**src/rtl/srdl2sv_amba3ahblite_mgr.sv**
```systemverilog
// AHB-Lite (AMBA 3) manager: converts a command + write-data stream into SINGLE/INCR
// transfers with BUSY insertion, 1 KB boundary restarts and two-cycle ERROR handling.
module srdl2sv_amba3ahblite_mgr #(
    parameter int BUS_BITS = 32,
    parameter int LEN_W    = 5
) (
    input  logic                HCLK,
    input  logic                HRESETn,
    input  logic                cmd_vld,
    output logic                cmd_rdy,
    input  logic                cmd_write,
    input  logic [31:0]         cmd_addr,
    input  logic [2:0]          cmd_size,
    input  logic [LEN_W-1:0]    cmd_len,
    input  logic                wr_vld,
    output logic                wr_rdy,
    input  logic [BUS_BITS-1:0] wr_data,
    output logic                rd_vld,
    output logic [BUS_BITS-1:0] rd_data,
    output logic                rd_err,
    output logic                done,
    output logic                done_err,
    output logic [31:0]         HADDR,
    output logic                HWRITE,
    output logic [2:0]          HSIZE,
    output logic [2:0]          HBURST,
    output logic [3:0]          HPROT,
    output logic [1:0]          HTRANS,
    output logic                HMASTLOCK,
    output logic [BUS_BITS-1:0] HWDATA,
    input  logic                HREADY,
    input  logic                HRESP,
    input  logic [BUS_BITS-1:0] HRDATA
);
    localparam int BUS_BYTES = BUS_BITS / 8;
    localparam logic [2:0] MAX_SIZE = 3'($clog2(BUS_BYTES));

    localparam logic [1:0] S_IDLE = 2'd0;
    localparam logic [1:0] S_ADDR = 2'd1;
    localparam logic [1:0] S_DATA = 2'd2;
    localparam logic [1:0] S_ERR  = 2'd3;

    localparam logic [1:0] T_IDLE   = 2'b00;
    localparam logic [1:0] T_BUSY   = 2'b01;
    localparam logic [1:0] T_NONSEQ = 2'b10;
    localparam logic [1:0] T_SEQ    = 2'b11;

    localparam logic [2:0] B_SINGLE = 3'b000;
    localparam logic [2:0] B_INCR   = 3'b001;

    localparam logic [LEN_W-1:0] ONE_BEAT = LEN_W'(1);

    logic [1:0]          r_state;
    logic [1:0]          r_htrans;
    logic [31:0]         r_haddr;
    logic                r_hwrite;
    logic [2:0]          r_hsize;
    logic [2:0]          r_hburst;
    logic [BUS_BITS-1:0] r_hwdata;
    logic [BUS_BITS-1:0] r_wbuf;
    logic [31:0]         r_next_addr;
    logic [LEN_W-1:0]    r_left;
    logic                r_started;
    logic                r_dph;
    logic                r_rd_vld;
    logic [BUS_BITS-1:0] r_rd_data;
    logic                r_rd_err;
    logic                r_done;
    logic                r_done_err;

    logic [31:0] w_cmd_bytes;
    logic [31:0] w_beat_bytes;
    logic        w_cmd_bad;
    logic        w_more;
    logic        w_in_bus;
    logic        w_err1;
    logic        w_dph_done;
    logic [1:0]  w_next_trans;
    logic        w_launch;
    logic        w_launch_wr;

    assign w_cmd_bytes  = 32'd1 << cmd_size;
    assign w_beat_bytes = 32'd1 << r_hsize;
    assign w_cmd_bad    = (cmd_len == '0) || (cmd_size > MAX_SIZE) ||
                          ((cmd_addr & (w_cmd_bytes - 32'd1)) != 32'd0);
    assign w_more       = (r_left != '0);
    assign w_in_bus     = (r_state == S_ADDR) || (r_state == S_DATA);
    assign w_err1       = w_in_bus && r_dph && !HREADY && HRESP;
    assign w_dph_done   = w_in_bus && r_dph && HREADY;
    // A beat landing on a 1 KB boundary restarts the burst as NONSEQ.
    assign w_next_trans = (!r_started || (r_next_addr[9:0] == 10'd0)) ? T_NONSEQ : T_SEQ;

    // Write data is pulled into r_wbuf as its beat is issued, so back-to-back SEQ beats
    // never depend on a word the source has not yet shown.
    always_comb begin
        w_launch    = 1'b0;
        w_launch_wr = 1'b0;
        if (r_state == S_IDLE) begin
            w_launch    = cmd_vld && !w_cmd_bad && (!cmd_write || wr_vld);
            w_launch_wr = cmd_write;
        end else if (r_state == S_ADDR) begin
            w_launch    = HREADY && w_more && (!r_hwrite || wr_vld);
            w_launch_wr = r_hwrite;
        end
    end

    always_ff @(posedge HCLK or negedge HRESETn) begin
        if (!HRESETn) begin
            r_state     <= S_IDLE;
            r_htrans    <= T_IDLE;
            r_haddr     <= 32'd0;
            r_hwrite    <= 1'b0;
            r_hsize     <= 3'd0;
            r_hburst    <= B_SINGLE;
            r_hwdata    <= '0;
            r_wbuf      <= '0;
            r_next_addr <= 32'd0;
            r_left      <= '0;
            r_started   <= 1'b0;
            r_dph       <= 1'b0;
            r_rd_vld    <= 1'b0;
            r_rd_data   <= '0;
            r_rd_err    <= 1'b0;
            r_done      <= 1'b0;
            r_done_err  <= 1'b0;
        end else begin
            r_rd_vld   <= 1'b0;
            r_rd_err   <= 1'b0;
            r_done     <= 1'b0;
            r_done_err <= 1'b0;

            if (w_dph_done && !r_hwrite) begin
                r_rd_vld  <= 1'b1;
                r_rd_data <= HRDATA;
            end
            if (w_err1 && !r_hwrite) begin
                r_rd_vld  <= 1'b1;
                r_rd_err  <= 1'b1;
                r_rd_data <= HRDATA;
            end

            case (r_state)
                S_IDLE: begin
                    if (cmd_vld) begin
                        if (w_cmd_bad) begin
                            r_done     <= 1'b1;
                            r_done_err <= 1'b1;
                        end else begin
                            r_hwrite <= cmd_write;
                            r_hsize  <= cmd_size;
                            r_hburst <= (cmd_len == ONE_BEAT) ? B_SINGLE : B_INCR;
                            r_haddr  <= cmd_addr;
                            r_dph    <= 1'b0;
                            r_state  <= S_ADDR;
                            if (w_launch) begin
                                r_htrans    <= T_NONSEQ;
                                r_next_addr <= cmd_addr + w_cmd_bytes;
                                r_left      <= cmd_len - ONE_BEAT;
                                r_started   <= 1'b1;
                                if (cmd_write) r_wbuf <= wr_data;
                            end else begin
                                r_htrans    <= T_IDLE;
                                r_next_addr <= cmd_addr;
                                r_left      <= cmd_len;
                                r_started   <= 1'b0;
                            end
                        end
                    end
                end
                S_ADDR: begin
                    if (w_err1) begin
                        r_htrans <= T_IDLE;
                        r_left   <= '0;
                        r_dph    <= 1'b0;
                        r_state  <= S_ERR;
                    end else if (HREADY) begin
                        r_dph <= r_htrans[1];
                        if (r_htrans[1] && r_hwrite) r_hwdata <= r_wbuf;
                        if (w_launch) begin
                            r_htrans    <= w_next_trans;
                            r_haddr     <= r_next_addr;
                            r_next_addr <= r_next_addr + w_beat_bytes;
                            r_left      <= r_left - ONE_BEAT;
                            r_started   <= 1'b1;
                            if (r_hwrite) r_wbuf <= wr_data;
                        end else if (w_more) begin
                            r_htrans <= r_started ? T_BUSY : T_IDLE;
                            r_haddr  <= r_next_addr;
                        end else begin
                            r_htrans <= T_IDLE;
                            r_state  <= S_DATA;
                        end
                    end
                end
                S_DATA: begin
                    if (w_err1) begin
                        r_dph   <= 1'b0;
                        r_state <= S_ERR;
                    end else if (HREADY) begin
                        r_dph   <= 1'b0;
                        r_done  <= 1'b1;
                        r_state <= S_IDLE;
                    end
                end
                default: begin
                    if (HREADY) begin
                        r_done     <= 1'b1;
                        r_done_err <= 1'b1;
                        r_state    <= S_IDLE;
                    end
                end
            endcase
        end
    end

    assign cmd_rdy   = (r_state == S_IDLE);
    assign wr_rdy    = w_launch && w_launch_wr;
    assign rd_vld    = r_rd_vld;
    assign rd_data   = r_rd_data;
    assign rd_err    = r_rd_err;
    assign done      = r_done;
    assign done_err  = r_done_err;
    assign HADDR     = r_haddr;
    assign HWRITE    = r_hwrite;
    assign HSIZE     = r_hsize;
    assign HBURST    = r_hburst;
    assign HPROT     = 4'b0011;
    assign HTRANS    = r_htrans;
    assign HMASTLOCK = 1'b0;
    assign HWDATA    = r_hwdata;
endmodule

```
**config.mk**
```make
export PLATFORM = sky130hd
export DESIGN_NAME = srdl2sv_amba3ahblite_mgr
export DESIGN_NICKNAME = d
export VERILOG_FILES = /design/src/rtl/srdl2sv_amba3ahblite_mgr.sv
export SDC_FILE = /design/constraint.sdc
export NUM_CORES = 1
export LEC_CHECK = 0
export BUFFER_PORTS_ARGS = -buffer_cell sky130_fd_sc_hd__buf_4
export CORE_UTILIZATION = 59
export DETAILED_ROUTE_END_ITERATION = 16
export PLACE_DENSITY = 0.86
export REMOVE_ABC_BUFFERS = 1
export SLEW_MARGIN = 20
export SYNTH_ARGS = -nofsm -noshare
export SYNTH_HDL_FRONTEND = slang
export SYNTH_SLANG_ARGS = --single-unit
```
**constraint.sdc**
```tcl
create_clock -name HCLK -period 5.3 [get_ports HCLK]
set_input_delay 1.06 -clock HCLK [delete_from_list [all_inputs] [get_ports HCLK]]
set_output_delay 1.06 -clock HCLK [all_outputs]
set_load 0.05 [all_outputs]
```
**After elaboration in Yosys (flattened, before gate mapping)**

Index checks and enable logic that the tools add are counted.
W data, S select, Z words.

- $add $sub $neg: 5
- Order comparisons: 1
- Equality and inequality tests: 17
- Shift operators: 2
- Muxes and demuxes: 79
- Bitwise operators: 3
- Reductions and logical operators: 41

Operator list:

| cell | number |
|---|---|
| $mux W32 | 22 |
| $pmux W32 S2 | 3 |
| $add A32 B32 Y32 | 2 |
| $shl A1 B3 Y32 const A | 2 |
| $and A32 B32 Y32 | 1 |
| $reduce_bool A32 Y1 | 1 |
| $sub A32 B1 Y32 const B | 1 |
| $mux W5 | 6 |
| $mux W2 | 14 |
| $mux W1 | 27 |
| $ne A3 B3 Y1 const B | 6 |
| $reduce_and A5 Y1 | 3 |
| $logic_and A1 B1 Y1 | 12 |
| $ne A2 B2 Y1 const B | 6 |
| $reduce_and A6 Y1 | 2 |
| $logic_not A10 Y1 | 1 |
| $pmux W5 S2 | 1 |
| $sub A5 B1 Y5 const B | 2 |
| $reduce_and A9 Y1 | 1 |
| $reduce_and A4 Y1 | 2 |
| $logic_or A1 B1 Y1 | 6 |
| $pmux W1 S3 | 2 |
| $pmux W2 S3 | 1 |
| $eq A5 B1 Y1 const B | 1 |
| 15 further kinds | 23 |

- Register bits: 182
- Bits of input ports: 111
- Output and inout port bits: 116
- Logic and storage cells: 165

**Longest topological paths before layout**

Gate-level depths: netlist (run 1).

- Depth after elaboration: 13
- Gate-level depth with buffers: 14
- Depth with buffers taken out: 12

**Worst setup path before layout (run 1)**

OpenSTA, ideal clock, no wires.

- Kind: input-to-output
- Start point: input cmd_size[2]
- End point: output wr_rdy
- Arrival: 3.433 ns
- Required time: 4.240 ns
- Setup slack: 0.807 ns
- Stages on the path: 9
- Buffers on the path: 2
- Path through: clkbuf_1 or3_1 ha_1 nor2_1 and3_1 and3_2 clkbuf_1 nor2_1 nor2_1

- Longest elaborated chain between the ends: 10

RTL lines:

| what | line | source |
|---|---|---|
| from (decl) | 13 | `input logic [2:0] cmd_size,` |
| $shl A1 B3 Y32 | 82 | `assign w_cmd_bytes = 32'd1 << cmd_size;` |
| $sub A32 B1 Y32 | 85 | `((cmd_addr & (w_cmd_bytes - 32'd1)) != 32'd0);` |
| $and A32 B32 Y32 | 85 |  |
| $reduce_bool A32 Y1 | 85 |  |
| $logic_or A1 B1 Y1 * | 84 | `assign w_cmd_bad = (cmd_len == '0) \|\| (cmd_size > MAX_SIZE) \|\|` |
| $logic_not A1 Y1 * | 99 | `w_launch = cmd_vld && !w_cmd_bad && (!cmd_write \|\| wr_vld);` |
| $logic_and A1 B1 Y1 * (2 in series) | 99 |  |
| $mux W1 * | 98 | `if (r_state == S_IDLE) begin` |
| $logic_and A1 B1 Y1 * | 217 | `assign wr_rdy = w_launch && w_launch_wr;` |
| to (decl) | 16 | `output logic wr_rdy,` |

Every way passes the cells marked *; elsewhere a longest branch is shown, timed or not.

**Final worst setup path (run 1)**

Same ends and word-level chain as after synthesis.

==> results of run 1 <==
routing by layer:
metal,GRT usage,vias to the layer above,part of all wire
met5,0,-,0
met1,0.402,4000,0.39
met2,0.498,431,0.49
met3,0.0641,81,0.087
met4,0.139,0,0.037
li1,-,3765,-
sequential cells by signal (all words and copies together), names as in the netlist, 2 cells and up:
signal       count
r_wbuf          32
r_left           5
HWDATA          32
r_next_addr     32
HSIZE            3
r_state          2
HTRANS           2
rd_data         32
HADDR           32
cells by family after synthesis:
group                    share of synthesized area
AO/OA/AOI/OAI                                0.145
XOR/XNOR                                    0.0312
adder cells (fa/ha/maj)                     0.0359
buffers and inverters                       0.0381
flip-flops                                   0.458
multiplexers                                 0.161
other                                     0.000764
AND/OR/NAND/NOR                              0.130
layout make-up:
| cell class | count | area (um^2) |
|---|---|---|
| Multi-Input combinational cell | 669 | 4990 |
| Clock inverter | 14 | 155 |
| Tap cell | 216 | 270 |
| Inverter | 29 | 109 |
| Timing Repair Buffer | 232 | 1750 |
| Fill cell | 1082 | 3850 |
| Sequential cell | 180 | 4500 |
| Clock buffer | 18 | 439 |
path summary, 6_finish.rpt:
| path | slack, ns | end | depth (start not counted) | startpoint |
|---|---|---|---|---|
| worst min register to register | 0.51 | HWDATA[13] | 1 | HWDATA[13] |
| worst min-delay path | 0.51 | HWDATA[13] | 1 | HWDATA[13] |
| worst max register to register | 1.73 | r_next_addr[28] | 9 | HSIZE[0] |
| max in group asynchronous | 3.47 | rd_data[13] | 2 | HRESETn |
| worst max-delay path | 0.83 | wr_rdy | 9 | cmd_size[2] |
| min in group asynchronous | 0.72 | r_wbuf[8] | 1 | HRESETn |
report_power, final:
| part | switching (W) | internal (W) | total (W) | leakage [nW] |
|---|---|---|---|---|
| registers | 0.000434 | 0.00192 | 0.00236 | 2.23 |
| logic | 0.00235 | 0.00131 | 0.00366 | 3.38 |
| clock network | 0.000619 | 0.000645 | 0.00126 | 0.286 |
Yosys cell counts (15+ instances only):
cell type	instances
a21oi_1	61
clkbuf_1	33
dfrtp_1	180
ha_1	25
inv_1	28
mux2_2	69
mux2_4	30
mux2i_1	35
nand2_1	65
nand3_1	20
nor2_1	83
nor3_1	15
o21ai_0	31
xnor2_1	20
xor2_1	15
per-stage QoR:
stage	power, W	setup slack (ns)	area, um^2
after floorplan	0.00489	-1.52	9580
after global placement	0.00587	0.967	11600
after detailed placement	0.00599	0.880	11600
after CTS	0.00729	0.875	12200
after global routing	0.00766	0.780	12200
final	0.00728	0.832	12200
==> flow_metrics.tcl, run 1 <==
set metrics [dict create \
    power.density_nw_per_um2 596 \
    htreeDepth 4 \
    die_h_um 131 \
    p_leak_nw 5.89 \
    cts_sinks 180 \
    dieArea_um2 17200 \
    critPathMaxStageDelay_ns 0.51 \
    hold_violations 0 \
    finalClockSkew_ns 0.0153 \
    clock_latency_ns 0.45 \
    worstSetupPathType "input port to output port" \
    syn2layout_area_growth_pct 24.2 \
    tightest_slew_ns 0.943 \
    netlist.area_leader.share 0.458 \
    drv_slew 0 \
    drc 0 \
    start_kind "input port" \
    path_delay_family "simple AND/OR/NAND/NOR gates" \
    first_pass_iters 8 \
    grt_overflow_total 0 \
    synth_seq_cells 180 \
    cts_tree "yes" \
    outcome "finished, final reports clean" \
    path_buf_inv 2 \
    cts_resized 0 \
    finalSetupViolCount 0 \
    whs_ns 0.512 \
    grt_pass1_vias 7906 \
    port_buffers 219 \
    cpMostUsedCell "nor2_1" \
    mostFrequentLayoutCells "buf_4 (231), dfrtp_1 (180), nor2_1 (82), mux2_2 (69), nand2_1 (65)" \
    initial_core_util 0.612 \
    timing.slew.headroom 0.371 \
    vias_per_cell 6.09 \
    ys_seq_area_frac 0.458 \
    rsz0062_at_grt "no" \
    mostFrequentLayoutCell "buf_4" \
    setup_tns_ns 0 \
    syn_area_um2 9830 \
    async_flop_share 1.00 \
    placedCellCount 1326 \
    place.gp.congestion 0.889 \
    yosys_warnings 0 \
    cts_hold_repair.buffers 0 \
    synth_area_leader_cell "dfrtp_1" \
    crit_arrival_ns 3.41 \
    ys.flop_type "dfrtp_1" \
    grt_usage 0.308 \
    grt_max_degree 96 \
    postCtsSetupRepairBufs 0 \
    crit_fanout 20 \
    routed_wl_mm 26.3 \
    timing.final.crit_share 0.843 \
    cts-root-buf "clkbuf_16" \
    nNetsFinal 1267 \
    clock_path_buffers 2 \
    synthTopCellsByArea "dfrtp_1 (46%), mux2_2 (7.9%), mux2_4 (4.6%)" \
    place_hpwl_mm 18.3 \
    hp-class "flop to flop" \
    period_minus_slack_ns 4.47 \
    core_area_um2 16100 \
    grt_pass1_wl_mm 40.2 \
    dieWidth_um 131 \
    required_ns 4.24 \
    clk_pin_slew_ns 0.08 \
    crit_chain "buf_4 -> or3_1 -> ha_1 -> nor2_1 -> and3_1 -> and3_2 -> nor2_1 -> nor2_1 -> buf_4" \
    drt_iter0_markers 765 \
    avgSynthCellArea_um2 10.7 \
    vdd_drop_max_mv 0.378 \
    diodes 0 \
    utilization 0.760 \
    numCtsBuffers 17 \
    rows 46 \
    wire_per_inst_um 19.3 \
    max_cap_violations 0 \
    yosysUniqueCellTypes 77 \
    fmax_mhz 224 \
    vias 8277 \
    drive_above_1_share 0.340 \
    crit_slowest_cell "and3_2" \
    antenna_found_initial 0 \
    final_cells 1358 \
    drtAntennaViolNets 0 \
    end_kind "output port" \
    synth-edff-count 0 \
    netlist_instances 922 \
    ios 227 \
]
No activity file was read; power rests on OpenSTA's default activity.
==> run 2, diff against run 1 <==
- CORE_UTILIZATION: 59 -> 49
- PLACE_DENSITY: 0.86 -> 0.77
- clock period: 5.3 -> 3.75 ns (I/O delays scaled with it)
==> run 2 against run 1 <==
  * Utilization down 12 points
  * Worst setup slack got worse by 0.51 ns
  * Global-route usage decreased by 5.6 points
  * Critical path depth is 1 lower
  * Sequential share of layout area fell by 0.70 points
  * Non-clock buffer count grew 19
  * Clock skew is 0.0016 ns lower
  * Largest power group unchanged
==> flow_metrics.tcl, run 2 (same netlist as run 1, synthesis figures left out) <==
set metrics [dict create \
    cts_resized 0 \
    outcome "finished, final reports clean" \
    p_seq_frac 0.319 \
    fillers 1608 \
    rr_endpoint "r_wbuf[16]" \
    drive_above_1_share 0.350 \
    postCtsSetupRepairBufs 0 \
    clock_path_buffers 2 \
    placedCellCount 1393 \
    final_cell_area_um2 12400 \
    crit_arrival_ns 2.68 \
    antenna_found_initial 0 \
    cts_tree "yes" \
    syn2layout_area_growth_pct 26.6 \
    place.gp.congestion 0.928 \
    period_minus_slack_ns 3.43 \
    drt_iter0_markers 651 \
    grt_pass1_vias 7511 \
    first_pass_iters 5 \
    htreeDepth 4 \
    die_h_um 144 \
    final_cells 1425 \
    port_buffers 219 \
    diodes 0 \
    finalWorstSetupSlack_ns 0.318 \
    dp_slack_ns 0.108 \
    hp-class "input port to asynchronous set/reset pin" \
    grt_max_degree 108 \
    grt_pass1_wl_mm 39.9 \
    start_kind "flop" \
    finalSetupViolCount 0 \
    drtAntennaViolNets 0 \
    wire_per_inst_um 18.1 \
    hold_violations 0 \
    cts_hold_repair.buffers 0 \
    max_cap_violations 0 \
    mostFrequentLayoutCells "buf_4 (247), dfrtp_1 (180), nor2_1 (82), mux2_2 (69), nand2_1 (65)" \
    clk_pin_slew_ns 0.08 \
    mostFrequentLayoutCell "buf_4" \
    end_kind "output port" \
    crit_fanout 8 \
    grt_usage 0.252 \
    worstSetupPathType "flop to output port" \
    clock_latency_ns 0.44 \
    p_switching_w 0.00479 \
    ios 227 \
    grt_overflow_total 0 \
    pwr-share-comb 0.508 \
    place_hpwl_mm 18.7 \
    nNetsFinal 1286 \
    vdd_drop_max_mv 0.525 \
    reg2reg_slack_ns 0.51 \
    drc 0 \
    place_area_um2 11800 \
    timing.final.crit_share 0.915 \
    vias_per_cell 5.63 \
    vias 8021 \
    rsz0062_at_grt "no" \
    drv_slew 0 \
    p_sw_frac 0.464 \
    cts-root-buf "clkbuf_16" \
    routed_wl_mm 25.9 \
    intPower_w 0.00554 \
    cts_sinks 180 \
    numCtsBuffers 17 \
    timing.slew.headroom 0.509 \
    required_ns 3.00 \
    dieWidth_um 144 \
    finalClockSkew_ns 0.0137 \
    dieArea_um2 20600 \
    timing.rr.start "r_state[0]" \
    power.density_nw_per_um2 830 \
    p_leak_nw 6.01 \
    core_area_um2 19600 \
    rows 51 \
    clock_power_share 0.174 \
    rr_worst_depth 9 \
    initial_core_util 0.502 \
    setup_tns_ns 0 \
    fmax_mhz 291 \
    tightest_slew_ns 0.731 \
]
==> run 2: routing by layer <==
| layer | track usage | share of wire |
|---|---|---|
| met3 | 0.0463 | 0.059 |
| met2 | 0.408 | 0.49 |
| met5 | 0 | 0 |
| met4 | 0.0929 | 0.026 |
| met1 | 0.337 | 0.43 |
==> run 2: area by class of cell <==
class                      instances  area (um^2)  area share
tap                              265          332      0.0266
inverter                          29          109     0.00875
clock inverter                    14          158      0.0127
clock buffer                      17          425      0.0342
timing repair buffer             251         1930       0.155
multi-input combinational        669         4990       0.401
sequential                       180         4500       0.362
==> run 2: worst max path at each step <==
stage	cells past startpoint	endpoint	slack [ns]	startpoint
2_1_floorplan	6	HADDR[14]	-3.07	r_state[1]
3_3_place_gp	10	r_wbuf[1]	0.17	cmd_size[2]
3_5_place_dp	10	r_wbuf[20]	0.11	cmd_size[2]
4_1_cts	8	wr_rdy	0.33	r_state[0]
5_1_grt	8	wr_rdy	0.20	r_state[0]
6_report	8	wr_rdy	0.32	r_state[0]
==> run 2: stage by stage <==
step	util	power (W)	hold WS, ns
global route	0.635	0.0109	0.170
finish	0.635	0.0103	0.166
CTS	0.634	0.0104	0.484
global placement	0.604	0.00841	0.465
floorplan	-	0.00688	0.447
detailed placement	0.604	0.00856	0.464
==> run 2: power groups by stage <==
stage	Combinational (W)	Sequential (W)	Clock [W]
after floorplan	0.00214	0.00474	0
after detailed placement	0.00524	0.00331	0
final	0.00525	0.00330	0.00179
after global placement	0.00514	0.00327	0
after CTS	0.00526	0.00329	0.00182
after global routing	0.00559	0.00340	0.00191
==> run 2: critical path, cell delays in order, from the launching register on <==
cell	delay (ns)
dfrtp_1	0.42
inv_1	0.14
ha_1	0.40
nand2_1	0.26
nor2b_1	0.31
and3_2	0.24
nor2_1	0.06
nor2_1	0.19
buf_4	0.23
==> run 3, diff against run 2 <==
- PLACE_DENSITY: 0.77 -> 0.8
==> run 3 against run 2 <==
  * Final area decreased by 0.40%
  * Global-route usage decreased by 0.23 points
  * Utilization fell by 0.26 points
  * Sequential share of layout area grew 0.15 points
  * Worst hold slack better by 0.14 ns
  * Combinational power is essentially flat
  * Clock power hardly changed
  * Worst setup slack worse by 0.0053 ns
==> flow_metrics.tcl, run 3 (same netlist as run 1, synthesis figures left out) <==
set metrics [dict create \
    outcome "finished, final reports clean" \
    grt_pass1_vias 7656 \
    diodes 0 \
    hp-class "input port to asynchronous set/reset pin" \
    power.density_nw_per_um2 831 \
    drv_slew 0 \
    grt_usage 0.250 \
    fin_total_pwr_w 0.0103 \
    rsz0062_at_grt "no" \
    cts_resized 0 \
    place.gp.congestion 0.923 \
    wire_per_inst_um 18.1 \
    drc 0 \
    cts_tree "yes" \
    routed_wl_mm 25.7 \
    grt_max_degree 71 \
    syn2layout_area_growth_pct 26.1 \
    vias 8103 \
    grt_overflow_total 0 \
    max_cap_violations 0 \
    htreeDepth 4 \
    mostFrequentLayoutCells "buf_4 (244), dfrtp_1 (180), nor2_1 (82), mux2_2 (69), nand2_1 (65)" \
    hold_violations 0 \
    clock_latency_ns 0.44 \
    crit_arrival_ns 2.69 \
    cts-root-buf "clkbuf_16" \
    first_pass_iters 5 \
    cpMostUsedCell "nor2_1" \
    required_ns 3.00 \
    numCtsBuffers 17 \
    tightest_slew_ns 0.766 \
    timing.slew.headroom 0.484 \
    p_leak_nw 5.97 \
    critPathMaxStageDelay_ns 0.42 \
    finalWorstSetupSlack_ns 0.312 \
    worstSetupPathType "flop to output port" \
    dieArea_um2 20600 \
    port_buffers 219 \
    rows 51 \
    fmax_mhz 291 \
    drtAntennaViolNets 0 \
    antenna_found_initial 0 \
    start_kind "flop" \
    place_hpwl_mm 18.4 \
    drt_iter0_markers 722 \
    grt_pass1_wl_mm 40.0 \
    drive_above_1_share 0.347 \
    die_h_um 144 \
    finalClockSkew_ns 0.0116 \
    vias_per_cell 5.70 \
    crit_fanout 8 \
    place_area_um2 11800 \
    period_minus_slack_ns 3.44 \
    dp_slack_ns 0.0345 \
    mostFrequentLayoutCell "buf_4" \
    crit_chain "inv_1 -> ha_1 -> nand2_1 -> nor2b_1 -> and3_2 -> nor2_1 -> nor2_1 -> buf_4" \
    cts_hold_repair.buffers 0 \
    initial_core_util 0.502 \
    vdd_drop_max_mv 0.555 \
    clock_path_buffers 2 \
    finalSetupViolCount 0 \
    crit_slowest_cell "dfrtp_1" \
    timing.final.crit_share 0.917 \
    core_area_um2 19600 \
    cts_sinks 180 \
    end_kind "output port" \
    dieWidth_um 144 \
    nNetsFinal 1282 \
    clk_pin_slew_ns 0.07 \
    final_cell_area_um2 12400 \
    postCtsSetupRepairBufs 0 \
    ios 227 \
]
-- run 3: cell count changes in the layout (fill, tap and decap cells not counted) --
cell | before | now
clkinvlp_4 | 0 | 1
inv_8 | 8 | 7
clkbuf_1 | 0 | 1
clkinv_4 | 4 | 2
buf_4 | 247 | 244
buf_16 | 1 | 0
inv_6 | 0 | 2
-- run 3: final timing paths --
kind / start / slack [ns] / cells after the start / to
worst min register to register: r_started / 0.49 / 2 / r_started
worst min-delay path: HRESETn / 0.31 / 1 / HADDR[12]
worst max register to register: HSIZE[0] / 0.51 / 10 / r_next_addr[24]
min in group HCLK: r_started / 0.49 / 2 / r_started
worst max-delay path: r_state[0] / 0.31 / 8 / wr_rdy
max in group asynchronous: HRESETn / 2.58 / 2 / HWDATA[19]
-- run 3: worst max-delay path, delay by kind of cell (launching register included) --
kind	cells	cell delay, ns
fa+ha+maj	1	0.40
flops	1	0.42
simple gates	5	1.08
buf+inv	2	0.35
-- run 3: metal layers --
metal  track usage  routed length, um  vias up
met5             0                  0        -
met4        0.0845                641        0
met3        0.0427               1480       45
met2         0.399              12300      331
met1         0.343              11400     3938
li1              -                  -     3789
-- run 3: report_power, final --
| group | switching (W) | internal [W] | leakage [nW] | total (W) |
|---|---|---|---|---|
| Clock | 0.000875 | 0.000898 | 0.284 | 0.00177 |
| Sequential | 0.000590 | 0.00271 | 2.23 | 0.00330 |
| Combinational | 0.00330 | 0.00192 | 3.46 | 0.00522 |
-- run 3: layout make-up --
cell class | instances | area, um^2
clock buffers | 18 | 429
clock inverters | 14 | 154
fillers | 1577 | 7190
inverters | 29 | 109
multi-input cells | 669 | 4990
flip-flops and latches | 180 | 4500
well taps | 265 | 332
repair buffers | 247 | 1880
-- run 3: metrics by stage --
step / setup TNS, ns / hold slack, ns / instances / util
6_report: 0 / 0.309 / 1422 / 0.633
5_1_grt: 0 / 0.358 / 1422 / 0.633
4_1_cts: 0 / 0.339 / 1422 / 0.633
3_5_place_dp: 0 / 0.471 / 1390 / 0.603
3_3_place_gp: 0 / 0.463 / 1390 / 0.603
2_1_floorplan: -164.37 / 0.447 / 878 / -
